--- config.mk ---
export PLATFORM = sky130hd
export DESIGN_NAME = avalon_bus_arbiter
export DESIGN_NICKNAME = d
export VERILOG_FILES = /design/src/rtl/avalon_arb_pkg.sv /design/src/rtl/avalon_bus_arbiter.sv
export SDC_FILE = /design/constraint.sdc
export NUM_CORES = 1
export LEC_CHECK = 0
export ABC_CLOCK_PERIOD_IN_PS = 2400
export CORE_AREA = 2 2 107 109
export DETAILED_ROUTE_END_ITERATION = 12
export DIE_AREA = 0 0 109 111
export PLACE_DENSITY = 0.76
export SKIP_LAST_GASP = 1
export SLEW_MARGIN = 25
export SYNTH_ARGS = -nofsm -noshare
export SYNTH_HDL_FRONTEND = slang
export SYNTH_SLANG_ARGS = --single-unit
--- constraint.sdc ---
create_clock -name clk -period 2.4 [get_ports clk]
set_input_delay 0.72 -clock clk [delete_from_list [all_inputs] [get_ports clk]]
set_output_delay 0.72 -clock clk [all_outputs]
set_load 0.03 [all_outputs]
--- src/rtl/avalon_arb_pkg.sv ---
// ---------------------------------------------------------------------------
// avalon_arb_pkg
// Shared types and constants for the Avalon-MM bus arbiter that multiplexes
// the instruction-fetch port and the load/store port of the MIPS core onto a
// single external memory port.
//   arb_state_t  : grant FSM states
//   req_id_t     : identifies which requester was granted last
//   BUS_ERR_DATA : read data returned to a requester whose access was
//                  aborted by the bus watchdog
// ---------------------------------------------------------------------------
package avalon_arb_pkg;

  typedef enum logic [1:0] {
    IDLE,
    GNT_I,
    GNT_D
  } arb_state_t;

  typedef enum logic {
    REQ_I,
    REQ_D
  } req_id_t;

  localparam logic [31:0] BUS_ERR_DATA = 32'hDEADBEEF;

endpackage

--- src/rtl/avalon_bus_arbiter.sv ---
// ---------------------------------------------------------------------------
// avalon_bus_arbiter
// Shares one Avalon-MM master port between instruction fetch (I) and
// load/store (D). A registered grant FSM (IDLE -> GNT_x -> IDLE) gives a
// zero-wait-state slave one access every 2 cycles per requester. A watchdog
// aborts any access that stays stuck on waitrequest.
//
// Parameters
//   AW      : address width
//   DW      : data width (byteenable is DW/8 wide)
//   TIMEOUT : stalled grant cycles before abort, 0 disables the watchdog
//
// Ports
//   clk, reset                       : clock, synchronous active-high reset
//   i_address, i_read                : fetch request (read only)
//   i_waitrequest, i_readdata        : fetch stall / data back
//   d_address, d_read, d_write,
//   d_writedata, d_byteenable        : load/store request
//   d_waitrequest, d_readdata        : load/store stall / data back
//   address, read, write, writedata,
//   byteenable                       : external bus master outputs
//   waitrequest, readdata            : external bus slave responses
//   bus_error                        : one-cycle pulse on watchdog abort
//
// Build option
//   ARB_ROUND_ROBIN_EN : when defined, a tie in IDLE goes to the requester
//                        that was not granted last. When undefined, D always
//                        beats I.
// ---------------------------------------------------------------------------
module avalon_bus_arbiter
  import avalon_arb_pkg::*;
#(
  parameter int AW      = 32,
  parameter int DW      = 32,
  parameter int TIMEOUT = 256
) (
  input  logic            clk,
  input  logic            reset,
  input  logic [AW-1:0]   i_address,
  input  logic            i_read,
  output logic            i_waitrequest,
  output logic [DW-1:0]   i_readdata,
  input  logic [AW-1:0]   d_address,
  input  logic            d_read,
  input  logic            d_write,
  input  logic [DW-1:0]   d_writedata,
  input  logic [DW/8-1:0] d_byteenable,
  output logic            d_waitrequest,
  output logic [DW-1:0]   d_readdata,
  output logic [AW-1:0]   address,
  output logic            read,
  output logic            write,
  output logic [DW-1:0]   writedata,
  output logic [DW/8-1:0] byteenable,
  input  logic            waitrequest,
  input  logic [DW-1:0]   readdata,
  output logic            bus_error
);

  // Counter only needs to reach TIMEOUT-1; keep at least one bit so the
  // declaration stays legal when the watchdog is disabled.
  localparam int WD_W = (TIMEOUT > 1) ? $clog2(TIMEOUT) : 1;
  localparam logic [WD_W-1:0] WD_LAST = (TIMEOUT > 0) ? WD_W'(TIMEOUT - 1) : '0;

  arb_state_t      r_state;
  arb_state_t      w_nextState;
  req_id_t         r_lastGrant;
  logic [WD_W-1:0] r_wdCount;

  logic w_reqI;
  logic w_reqD;
  logic w_grantReq;
  logic w_done;
  logic w_abort;
  logic w_pickD;

  assign w_reqI = i_read;
  assign w_reqD = d_read | d_write;

  // Tie-break when both requesters arrive in IDLE. In the fixed-priority
  // build D always wins; last grant is still tracked so both builds keep
  // identical state and reset behaviour, but it cannot change the outcome.
`ifdef ARB_ROUND_ROBIN_EN
  assign w_pickD = (r_lastGrant == REQ_I);
`else
  assign w_pickD = (r_lastGrant == REQ_I) | 1'b1;
`endif

  // Status of the currently granted requester: whether it is still asking,
  // whether the slave finished this cycle, and whether the watchdog fires.
  // The watchdog only fires on the cycle the count has reached TIMEOUT-1 and
  // the slave is still stalling, so the abort lands on grant cycle TIMEOUT.
  always_comb begin
    w_grantReq = 1'b0;
    case (r_state)
      GNT_I:   w_grantReq = w_reqI;
      GNT_D:   w_grantReq = w_reqD;
      default: w_grantReq = 1'b0;
    endcase
    w_done  = w_grantReq & ~waitrequest;
    w_abort = (TIMEOUT > 0) && w_grantReq && waitrequest && (r_wdCount == WD_LAST);
  end

  // Next-state logic. A grant always returns to IDLE after one access (or an
  // abort, or an illegal early drop of the request) so the other requester
  // gets a look-in at the next arbitration point.
  always_comb begin
    w_nextState = r_state;
    case (r_state)
      IDLE: begin
        if (w_reqI && w_reqD) begin
          w_nextState = w_pickD ? GNT_D : GNT_I;
        end else if (w_reqD) begin
          w_nextState = GNT_D;
        end else if (w_reqI) begin
          w_nextState = GNT_I;
        end
      end
      GNT_I, GNT_D: begin
        if (!w_grantReq || w_done || w_abort) begin
          w_nextState = IDLE;
        end
      end
      default: w_nextState = IDLE;
    endcase
  end

  // Bus and requester outputs follow the state. The requester that is not
  // granted always sees a stall and zero data. When D asserts read and write
  // together, the write is the one that reaches the bus. Reset overrides the
  // strobes immediately so an in-flight access is withdrawn in the same cycle.
  always_comb begin
    address       = '0;
    read          = 1'b0;
    write         = 1'b0;
    writedata     = '0;
    byteenable    = '0;
    i_waitrequest = 1'b1;
    i_readdata    = '0;
    d_waitrequest = 1'b1;
    d_readdata    = '0;
    bus_error     = 1'b0;
    case (r_state)
      GNT_I: begin
        address       = i_address;
        read          = i_read;
        byteenable    = '1;
        i_waitrequest = waitrequest;
        i_readdata    = readdata;
        if (w_abort) begin
          i_waitrequest = 1'b0;
          i_readdata    = DW'(BUS_ERR_DATA);
          bus_error     = 1'b1;
        end
      end
      GNT_D: begin
        address       = d_address;
        write         = d_write;
        read          = d_read & ~d_write;
        writedata     = d_writedata;
        byteenable    = d_byteenable;
        d_waitrequest = waitrequest;
        d_readdata    = readdata;
        if (w_abort) begin
          d_waitrequest = 1'b0;
          d_readdata    = DW'(BUS_ERR_DATA);
          bus_error     = 1'b1;
        end
      end
      default: begin
      end
    endcase
    if (reset) begin
      read          = 1'b0;
      write         = 1'b0;
      bus_error     = 1'b0;
      i_waitrequest = 1'b1;
      d_waitrequest = 1'b1;
    end
  end

  // State, last-grant and watchdog registers. Last grant is updated whenever
  // the granted requester is released with its waitrequest low (normal
  // completion or abort), so round-robin stays fair even after a timeout.
  // The watchdog counts stalled grant cycles and clears on any state change.
  always_ff @(posedge clk) begin
    if (reset) begin
      r_state     <= IDLE;
      r_lastGrant <= REQ_I;
      r_wdCount   <= '0;
    end else begin
      r_state <= w_nextState;
      if (w_done || w_abort) begin
        r_lastGrant <= (r_state == GNT_D) ? REQ_D : REQ_I;
      end
      if (w_nextState != r_state) begin
        r_wdCount <= '0;
      end else if ((TIMEOUT > 0) && w_grantReq && waitrequest && (r_wdCount != WD_LAST)) begin
        r_wdCount <= r_wdCount + 1'b1;
      end
    end
  end

endmodule

==> impl_results.md <==
* Dominant synthesized flop cell: dfxtp_1
* Dpl ws at -1.16 ns
* First-pass GRT wire length at 19,700 microns
* Clock-pin slew on the worst setup and hold paths at 0.05 ns
* Worst path cell trace: buf_6, ha_4, nand2_8, buf_4, a21o_1, nor2_4, buf_6, buf_12, o21a_1, buf_12
* Placed inst area at about 5200 sq um
* WL final at 13,700 microns
* Most frequent cells after synthesis: 49 x o21a_1, 37 x nor2b_1, 34 x and2_1
* Setup crit end kind: output port
* Ports at 275
* N_diodes at 0
* Chip Width at 109 microns
* Gpl congestion at 0.837
* 1st-pass router iterations at 6
* Core area at 11,100 sq um
* Critical path buffers and inverters at 5
* Warning count from the yosys run at 0
* Max cap viols at 0
* Post-synth ARST share at 0
* Fmax at 355 MHz
* Drc violations at 0
* Final instance area at 6280 sq um
* Setup crit start: r_state[0]
* Clock buffer count from CTS at 3
* #FFs+latches synth at 10
* Hold path depth at 2
* Crit path kind: register to output port
* FF-to-FF path depth at 8
* WP data arrival at 2.10 ns
* Post-route ant nets at 0
* WP data required at 1.68 ns
* Mean area per synthesized cell at approximately 7.0 sq um
* Synthesis-to-layout area growth at 206%
* DP HPWL at 9350 microns
* Clock root buffer: clkbuf_16
* Worst Hold Launch: r_wdCount[6]
* Initial core utilization at 0.185
* Top-count cell post-synth: o21a_1
* Final Critical Period at approximately 2.8 ns
* Pwr dens at approximately 280 nW/um^2
* Top Family by Delay on Critical Path: buffers and inverters
* Reg-to-Reg Start: r_state[0]
* CTS tree: yes
* Die ar. at 12,100 sq um
* Worst Hold Path EP: r_wdCount[6]
* Post-synth EDFFs at 0
* Top cells by area, synth: o21a_1 18%, a22oi_1 12%, nor2b_1 11%, and2_1 10%, dfxtp_1 9.8%
* Die H at 111 microns
* Fin Clk Skew at 0.00365 ns
* Final TNS setup at -22.78 ns
* 1st-iter DRT viols at roughly 160
* Wire per inst at 18.3 microns
* RR Endpoint: r_wdCount[5]
* Final WS setup at -0.416 ns
* Number of global-route vias before repair at 3,654
* Total congestion overflow at 0
* H-tree depth at 1
* Post-synth cell types at 43
* Synth Cell Area at 2050 sq um
* Antenna violations before repair at 0
* Register area share after synthesis at 0.0977
* Status: complete, but fails checks
* Violated checks: setup timing
* Clock Tree Buf Depth at 2
* Via count at ~3,600
* Layout Nets at 751
* I/O Buffers at 274
* RSZ-0062 raised after global routing: true
* Gr usage total at 0.205
* Cell count after synthesis at 291
* LEAKAGE at 2.54 nW
* Via density at 4.82
* Peak VDD IR at 0.000226 V
* Total power at 1.73 mW
* Max stage delay on crit path at 0.37 ns
* Tightest Pin Transition at about 0.53 ns
* Yosys top cell area share at 0.179
* R2r setup slk at 0.27 ns
* # setup viols final at 68
* Worst setup SP type: register
* FILL cells at 911
* Worst min-delay path class: register to register
* Worst path slowest cell: dfxtp_4
* Cell type with the highest aggregate area in the netlist: o21a_1
* # rows at 39
* Clk Latency, worst-skew pair at 0.24 ns
* CP max FO at 6
* Pin count of the biggest net entering global routing at 38
* Final Hold Viols at 0
* Layout Utilization at 0.567
* Part of the cycle the worst path needs at 1.17
* Slew HR at 0.647
* Slew Limit Fails at 0
* Syn nets at 434
* Layout cells sized above 1 at 0.511
* Clk sinks at 10
-- cells in the final DEF (no fill, tap or decap), types with 3 or more instances in the layout --
cell type        instances
a22oi_1                 13
a22oi_2                 19
nor2_1                   5
clkdlybuf4s50_1        132
dfxtp_1                  8
buf_12                  14
ha_4                     3
buf_4                  102
and2_1                  34
and3_1                   3
o21a_1                  10
clkbuf_16                7
buf_8                    5
o22ai_1                  3
nand3b_1                 3
o21a_4                  32
nor2b_1                 35
and4_1                   4
buf_6                   79
o21ai_0                  4
a211oi_1                 4
nand3_1                  4
and3_4                  16
o21a_2                   7
a21oi_1                 10
-- flip-flops by register name (all words and copies together) (netlist names) --
name and cells:
r_wdCount 8, r_state 2
-- worst reg2reg max path, delay by kind of cell (launching register included) --
kind            cells  cell delay, ns
buf+inv             3            0.47
compound gates      2            0.45
flops               1            0.36
simple gates        2            0.53
fa+ha+maj           1            0.22
-- how the worst max path moves through the flow --
stage	to	cells past startpoint	slack, ns
after floorplan	d_waitrequest	6	-0.08
after global placement	d_readdata[4]	6	-1.07
after detailed placement	d_readdata[20]	6	-1.16
after CTS	d_readdata[27]	11	-0.39
after global routing	i_readdata[1]	10	-0.45
final	i_readdata[1]	10	-0.42
-- through the flow --
step	cells	hold WS [ns]
3_5_place_dp	719	0.569
3_3_place_gp	719	0.553
4_1_cts	747	0.577
6_report	750	0.572
2_1_floorplan	291	0.464
5_1_grt	750	0.606
-- logic make-up after synthesis --
| family | share of synthesized area |
|---|---|
| simple gates | 0.385 |
| compound gates | 0.421 |
| buf+inv | 0.0653 |
| flops | 0.0977 |
| fa+ha+maj | 0.0305 |
-- repair_timing --
| action | CTS | global route |
|---|---|---|
| hold buffers | 0 | 0 |
| gates resized for setup | 208 | 32 |
| pin swaps | 15 | 15 |
| hold endpoints to repair | 0 | 0 |
| cloned | 8 | 4 |
| endpoints found under the setup margin | 121 | 109 |
| setup buffers | 16 | 5 |
-- power by group --
part	internal, mW	total, mW	leakage, nW	switching, mW
logic	0.636	1.21	2.41	0.578
registers	0.169	0.173	0.0822	0.00417
clock network	0.252	0.343	0.0442	0.0909
total	1.06	1.73	2.54	0.673
-- per-layer routing --
| metal | vias up | GRT usage | share of wire |
|---|---|---|---|
| met5 | - | 0 | 0 |
| met4 | 0 | 0.0359 | 0.0096 |
| met3 | 15 | 0.0500 | 0.096 |
| met2 | 200 | 0.392 | 0.53 |
| met1 | 1698 | 0.223 | 0.36 |
| li1 | 1701 | - | - |
-- layout make-up --
type | count | area, sq um | share of cell area
inverter | 4 | 22.5 | 0.00359
sequential | 10 | 208 | 0.0331
clock buffer | 4 | 88.8 | 0.0141
tap | 143 | 179 | 0.0285
multi-input combinational | 247 | 2240 | 0.357
timing repair buffer | 342 | 3540 | 0.563
No activity file was read; power rests on OpenSTA's default activity.
==> variant 1 (same flow settings) <==
Re-encode `arb_state_t` (3 states) as one-hot, 3 bits wide.
--- a/src/rtl/avalon_arb_pkg.sv
+++ b/src/rtl/avalon_arb_pkg.sv
@@ -11,8 +11,8 @@
 package avalon_arb_pkg;
 
-  typedef enum logic [1:0] {
-    IDLE,
-    GNT_I,
-    GNT_D
+  typedef enum logic [2:0] {
+    IDLE  = 3'b001,
+    GNT_I = 3'b010,
+    GNT_D = 3'b100
   } arb_state_t;
 
Formal check against the unedited RTL: same outputs for any inputs over 10 cycles, from zero or initial values and one cycle with reset high; not proved beyond that.
==> variant 1 against the original RTL <==
The flow still finishes with violations (setup timing). Highest routed layer unchanged. Clock power is 9.0% lower. Setup slack worse by 0.048 ns. Via count is 1.3% lower. Sequential cell count is 1 higher. Hold slack worse by 0.049 ns. Synthesized area is 10% lower. Routed wire length is 13% higher. Maximum frequency is 1.7% lower. Cell area is 8.0% higher. Total power is 20% lower. Clock skew hardly changed. Non-clock buffer count is 15 higher. Largest power group unchanged.
==> variant 1: results (changes against the original RTL) <==
| Metric | Value |
|---|---|
| Largest net degree at the start of global routing | `20 (-47%)` |
| Clock Tree Buf Depth | `2 (unchanged)` |
| Finish-stage setup viols | `95 (+40%)` |
| Gp weighted congestion | `0.946 (+13%)` |
| FF-to-FF path depth | `8 (unchanged)` |
| Ys Warns | `0 (unchanged)` |
| # fillers | `852 (-6.5%)` |
| Setup slack, reg-to-reg | `0.50 ns (+0.23 ns)` |
| Synth Area in Compound Gates | `48.6% (+6.5 points)` |
| First-pass GRT wire length | `22.0 mm (+12%)` |
| Vias in the first global route | `3,717 (+1.7%)` |
| WL/cell | `21.4 um (+17%)` |
| Synth cell count leaders | `o21a_1, a22o_1, and2_1` |
| XOR/XNOR Fraction of Synth Area | `0% (unchanged)` |
| R2r endpoint | `r_wdCount[4]` |
| HPWL Detailed | `9.83 mm (+5.2%)` |
| Placed cell area | `5350 sq um (+2.5%)` |
| Initial DRC count | `232 (+47%)` |
| DR vias/cell | `4.91 (+1.9%)` |
| Max VDD drop | `0.218 mV (-3.2%)` |
| Psw | `0.000464 W (-31%)` |
| Worst-path clk slew | `0.04 ns` |
| Setup tns final | `-27.39 ns (-4.62 ns)` |
| Worst Hold Class | `flip-flop to flip-flop` |
| Total CTS buffers | `3 (unchanged)` |
| Post-place setup slack | `-0.863 ns (+0.293 ns)` |
| GRT Total Usage | `23.9% (+3.5 points)` |
| Critical-path maximum fanout | `6 (unchanged)` |
| Ys async rst share | `0% (unchanged)` |
| Failing checks | `setup timing` |
| Hold EP | `r_wdCount[0]` |
| Worst r2r src | `r_state[2]` |
| Synth top area cells | `o21a_1, a22o_1, dfxtp_1` |
| Diodes inserted | `0 (unchanged)` |
| Post-Place Cells | `678 (-5.7%)` |
| Worst-Margin Slew | `0.334 ns (-0.192 ns)` |
| Post-Syn Nets | `391 (-9.9%)` |
| Syn avg cell area | `7.31 sq um (+3.8%)` |
| Biggest regs | `r_wdCount (8), r_state (3)` |
| Hold path startpoint | `r_wdCount[0]` |
| Mux contribution to synthesized area | `0% (unchanged)` |
| Status | `finished, violations left` |
| PortBufs | `274 (unchanged)` |
| DRT Pass-1 Iters | `4 (-2)` |
| Count of cell types in the netlist | `41 (-4.7%)` |
| Final WL | `15.5 mm (+13%)` |
| Most used DFF post-synth | `dfxtp_1` |
| Sequential share of the synthesized area | `12.0% (+2.2 points)` |
| Leakage | `2.81 nW (+11%)` |
| Fraction of layout cells with a size suffix above 1 | `56.9% (+5.9 points)` |
| Fin worst setup slack | `-0.464 ns (-0.0478 ns)` |
| Hold Path Cell Cnt | `2 (unchanged)` |
| Skew final | `0.00403 ns (+0.000382 ns)` |
| Crit path arrival time | `2.14 ns (+0.04 ns)` |
| Nets | `723 (-3.7%)` |
| Synth Area in Adders | `0.679% (-2.4 points)` |
variant 1: per-stage QoR:
stage	utilization (%)	hold WS [ns]
global route	61.2	0.531
finish	61.2	0.523
floorplan	-	0.456
CTS	60.1	0.511
detailed placement	48.3	0.504
global placement	48.3	0.490
variant 1: layout make-up:
cell class	count	share of cell area, %
clock buffer	4	1.16
inverter	4	0.221
multi-input combinational	207	30.2
sequential	11	3.28
tap	143	2.64
timing repair buffer	357	62.5
variant 1: logic make-up (layout without fill, tap and decap cells):
kind of cell / count (synthesis) / count (layout)
AOI/OAI and AO/OA: 113 / 113
and+or+nand+nor: 93 / 93
buffers and inverters: 34 / 365
DFF: 11 / 11
adders and majority gates: 1 / 1
variant 1: metal layers:
| metal | part of all wire, % | GRT usage, % |
|---|---|---|
| met1 | 38 | 28.7 |
| met2 | 52 | 42.2 |
| met3 | 7.2 | 4.23 |
| met4 | 3.1 | 7.86 |
| met5 | 0 | 0 |
variant 1: power by group through the flow:
stage / combinational [W] / clock [W] / sequential (W)
4_1_cts: 0.000863 / 0.000312 / 0.000192
5_1_grt: 0.000921 / 0.000320 / 0.000193
2_1_floorplan: 0.000276 / 0 / 0.000195
3_3_place_gp: 0.000716 / 0 / 0.000194
6_report: 0.000886 / 0.000312 / 0.000192
3_5_place_dp: 0.000723 / 0 / 0.000194
variant 1: worst max-delay path: stages:
cell and delay, ns:
buf_6 0.09, or2_4 0.24, a22oi_2 0.15, buf_4 0.15, nor3_4 0.04, buf_6 0.12, buf_12 0.13, buf_12 0.13
o21a_4 0.21, buf_6 0.13
variant 1: repair_timing:
| action | 4_1_cts | 5_1_grt |
|---|---|---|
| gates cloned | 19 | 2 |
| buffers inserted | 26 | 6 |
| endpoints found under the setup margin | 126 | 132 |
| pin swaps | 18 | 21 |
| resized for setup | 156 | 38 |
variant 1: worst max-delay path by stage:
| stage | startpoint | end | slack [ns] |
|---|---|---|---|
| 2_1_floorplan | d_read | d_waitrequest | -0.30 |
| 3_3_place_gp | waitrequest | d_readdata[5] | -0.85 |
| 3_5_place_dp | waitrequest | d_readdata[3] | -0.86 |
| 4_1_cts | d_write | d_readdata[3] | -0.45 |
| 5_1_grt | d_write | d_readdata[3] | -0.50 |
| 6_report | d_write | d_readdata[3] | -0.46 |
==> variant 2 (same settings) <==
Without the edit above. `TIMEOUT`: 256 -> 128.
--- a/src/rtl/avalon_bus_arbiter.sv
+++ b/src/rtl/avalon_bus_arbiter.sv
@@ -33,5 +33,5 @@
   parameter int AW      = 32,
   parameter int DW      = 32,
-  parameter int TIMEOUT = 256
+  parameter int TIMEOUT = 128
 ) (
   input  logic            clk,
Formal check against the unedited RTL: same outputs for any inputs over 10 cycles, from zero or initial values and one cycle with reset high; that may be too few to reach the edited logic, so the function may still have changed.
==> variant 2 against the original RTL <==
The flow still finishes with violations (setup timing). Critical path type unchanged. Sequential cell count down 1. Non-clock buffer count up 8. Routed wire length up 1.1%. Setup slack better by 0.031 ns. Combinational power up 17%. Core utilization up 1.8 points. Synthesized area down 5.2%. Total power up 7.9%. Clock power down 14%. Via count down 2.3%. Cell area up 3.2%. Global-route usage up 0.94 points.
==> variant 2: results (changes against the original RTL) <==
| Metric | Value |
|---|---|
| # resized after CTS | `277 (+33%)` |
| Number of setup buffers added after CTS | `19 (+3)` |
| Synth cell count leaders | `o21a_1, nor2b_1, a22oi_1` |
| Vias in the first global route | `3,657 (+0.082%)` |
| Post-Syn Nets | `427 (-1.6%)` |
| Final Non-Filler Cells | `751 (+0.13%)` |
| Synth top area cells | `o21a_1, a22oi_1, nor2b_1` |
| Via count | `3,532 (-2.3%)` |
| Count of cell types in the netlist | `41 (-4.7%)` |
| CTS Root Buffer Type | `clkbuf_16` |
| Cell count after synthesis | `284 (-2.4%)` |
| Most used DFF post-synth | `dfxtp_1` |
| HPWL Detailed | `8.99 mm (-3.9%)` |
| Initial antenna violation count | `0 (unchanged)` |
| Status | `finished, violations left` |
| Post-place setup slack | `-1.12 ns (+0.0387 ns)` |
| Synth Area in Compound Gates | `41.3% (-0.85 points)` |
| Leakage | `2.65 nW (+4.4%)` |
| Worst-Margin Slew | `0.393 ns (-0.133 ns)` |
| Nets | `752 (+0.13%)` |
| Biggest regs | `r_wdCount (7), r_state (2)` |
| Number of H-tree levels | `1 (unchanged)` |
| Fin worst setup slack | `-0.386 ns (+0.0305 ns)` |
| Gp weighted congestion | `0.851 (+1.7%)` |
| DRT Pass-1 Iters | `4 (-2)` |
| Finish-stage setup viols | `103 (+51%)` |
| Crit path arrival time | `2.07 ns (-0.03 ns)` |
| Clock Tree Buf Depth | `2 (unchanged)` |
| Initial DRC count | `235 (+49%)` |
| Post-Place Cells | `707 (-1.7%)` |
| Latest clock arrival within the worst-skew pair | `0.24 ns (about the same)` |
| Failing checks | `setup timing` |
| # fillers | `891 (-2.2%)` |
| Sequential share of the synthesized area | `9.27% (-0.50 points)` |
| Synth Area in Adders | `3.22% (+0.17 points)` |
| Placed cell area | `5070 sq um (-2.8%)` |
| Fraction of layout cells with a size suffix above 1 | `54.1% (+3.0 points)` |
| Final WL | `13.9 mm (+1.1%)` |
| Critical-path maximum fanout | `9 (+3)` |
| Skew final | `0.00123 ns (-0.00242 ns)` |
| Max VDD drop | `0.188 mV (-17%)` |
## variant 2: metrics by stage
step	power, W	setup TNS (ns)
floorplan	0.000728	-0.168
global placement	0.00129	-58.85
detailed placement	0.00130	-62.34
CTS	0.00181	-27.70
global route	0.00195	-32.05
finish	0.00187	-26.41
## variant 2: logic make-up after synthesis
kind of cell	Yosys count
AND/OR/NAND/NOR	125
buffers and inverters	34
AO/OA/AOI/OAI	111
flip-flops	9
adder cells (fa/ha/maj)	5
## variant 2: worst register-to-register path: cells and delay by family (launching register included)
| family | cells | cell delay, ns |
|---|---|---|
| simple gates | 2 | 0.52 |
| fa+ha+maj | 1 | 0.27 |
| compound gates | 2 | 0.43 |
| buf+inv | 4 | 0.44 |
| flops | 1 | 0.36 |
## variant 2: final timing paths
path	start	to	slack [ns]	cells past startpoint
min	r_wdCount[6]	r_wdCount[6]	0.53	2
max reg2reg	r_state[0]	r_wdCount[5]	0.28	9
min reg2reg	r_wdCount[6]	r_wdCount[6]	0.53	2
max	r_state[0]	i_readdata[24]	-0.39	9
## variant 2: routing by layer
layer	wire length [um]	up-vias	share of wire [%]	track usage, %
met5	0	-	0	0
met4	420	0	3.0	6.92
met3	986	24	7.1	3.59
met2	7130	159	51	38.9
met1	5330	1663	38	24.8
li1	-	1686	-	-
## variant 2: power breakdown
group	leakage (nW)	switching (W)	internal, W	total [W]
Sequential	0.0738	0.00000250	0.000153	0.000156
Clock	0.0382	0.0000730	0.000222	0.000295
Combinational	2.54	0.000675	0.000740	0.00142
## variant 2: final cells by class
class,instances,area (sq um),area share [%]
clock buffers,4,78.8,1.22
flip-flops and latches,9,185,2.86
multi-input cells,241,2250,34.7
well taps,143,179,2.76
inverters,4,17.5,0.270
repair buffers,350,3770,58.2
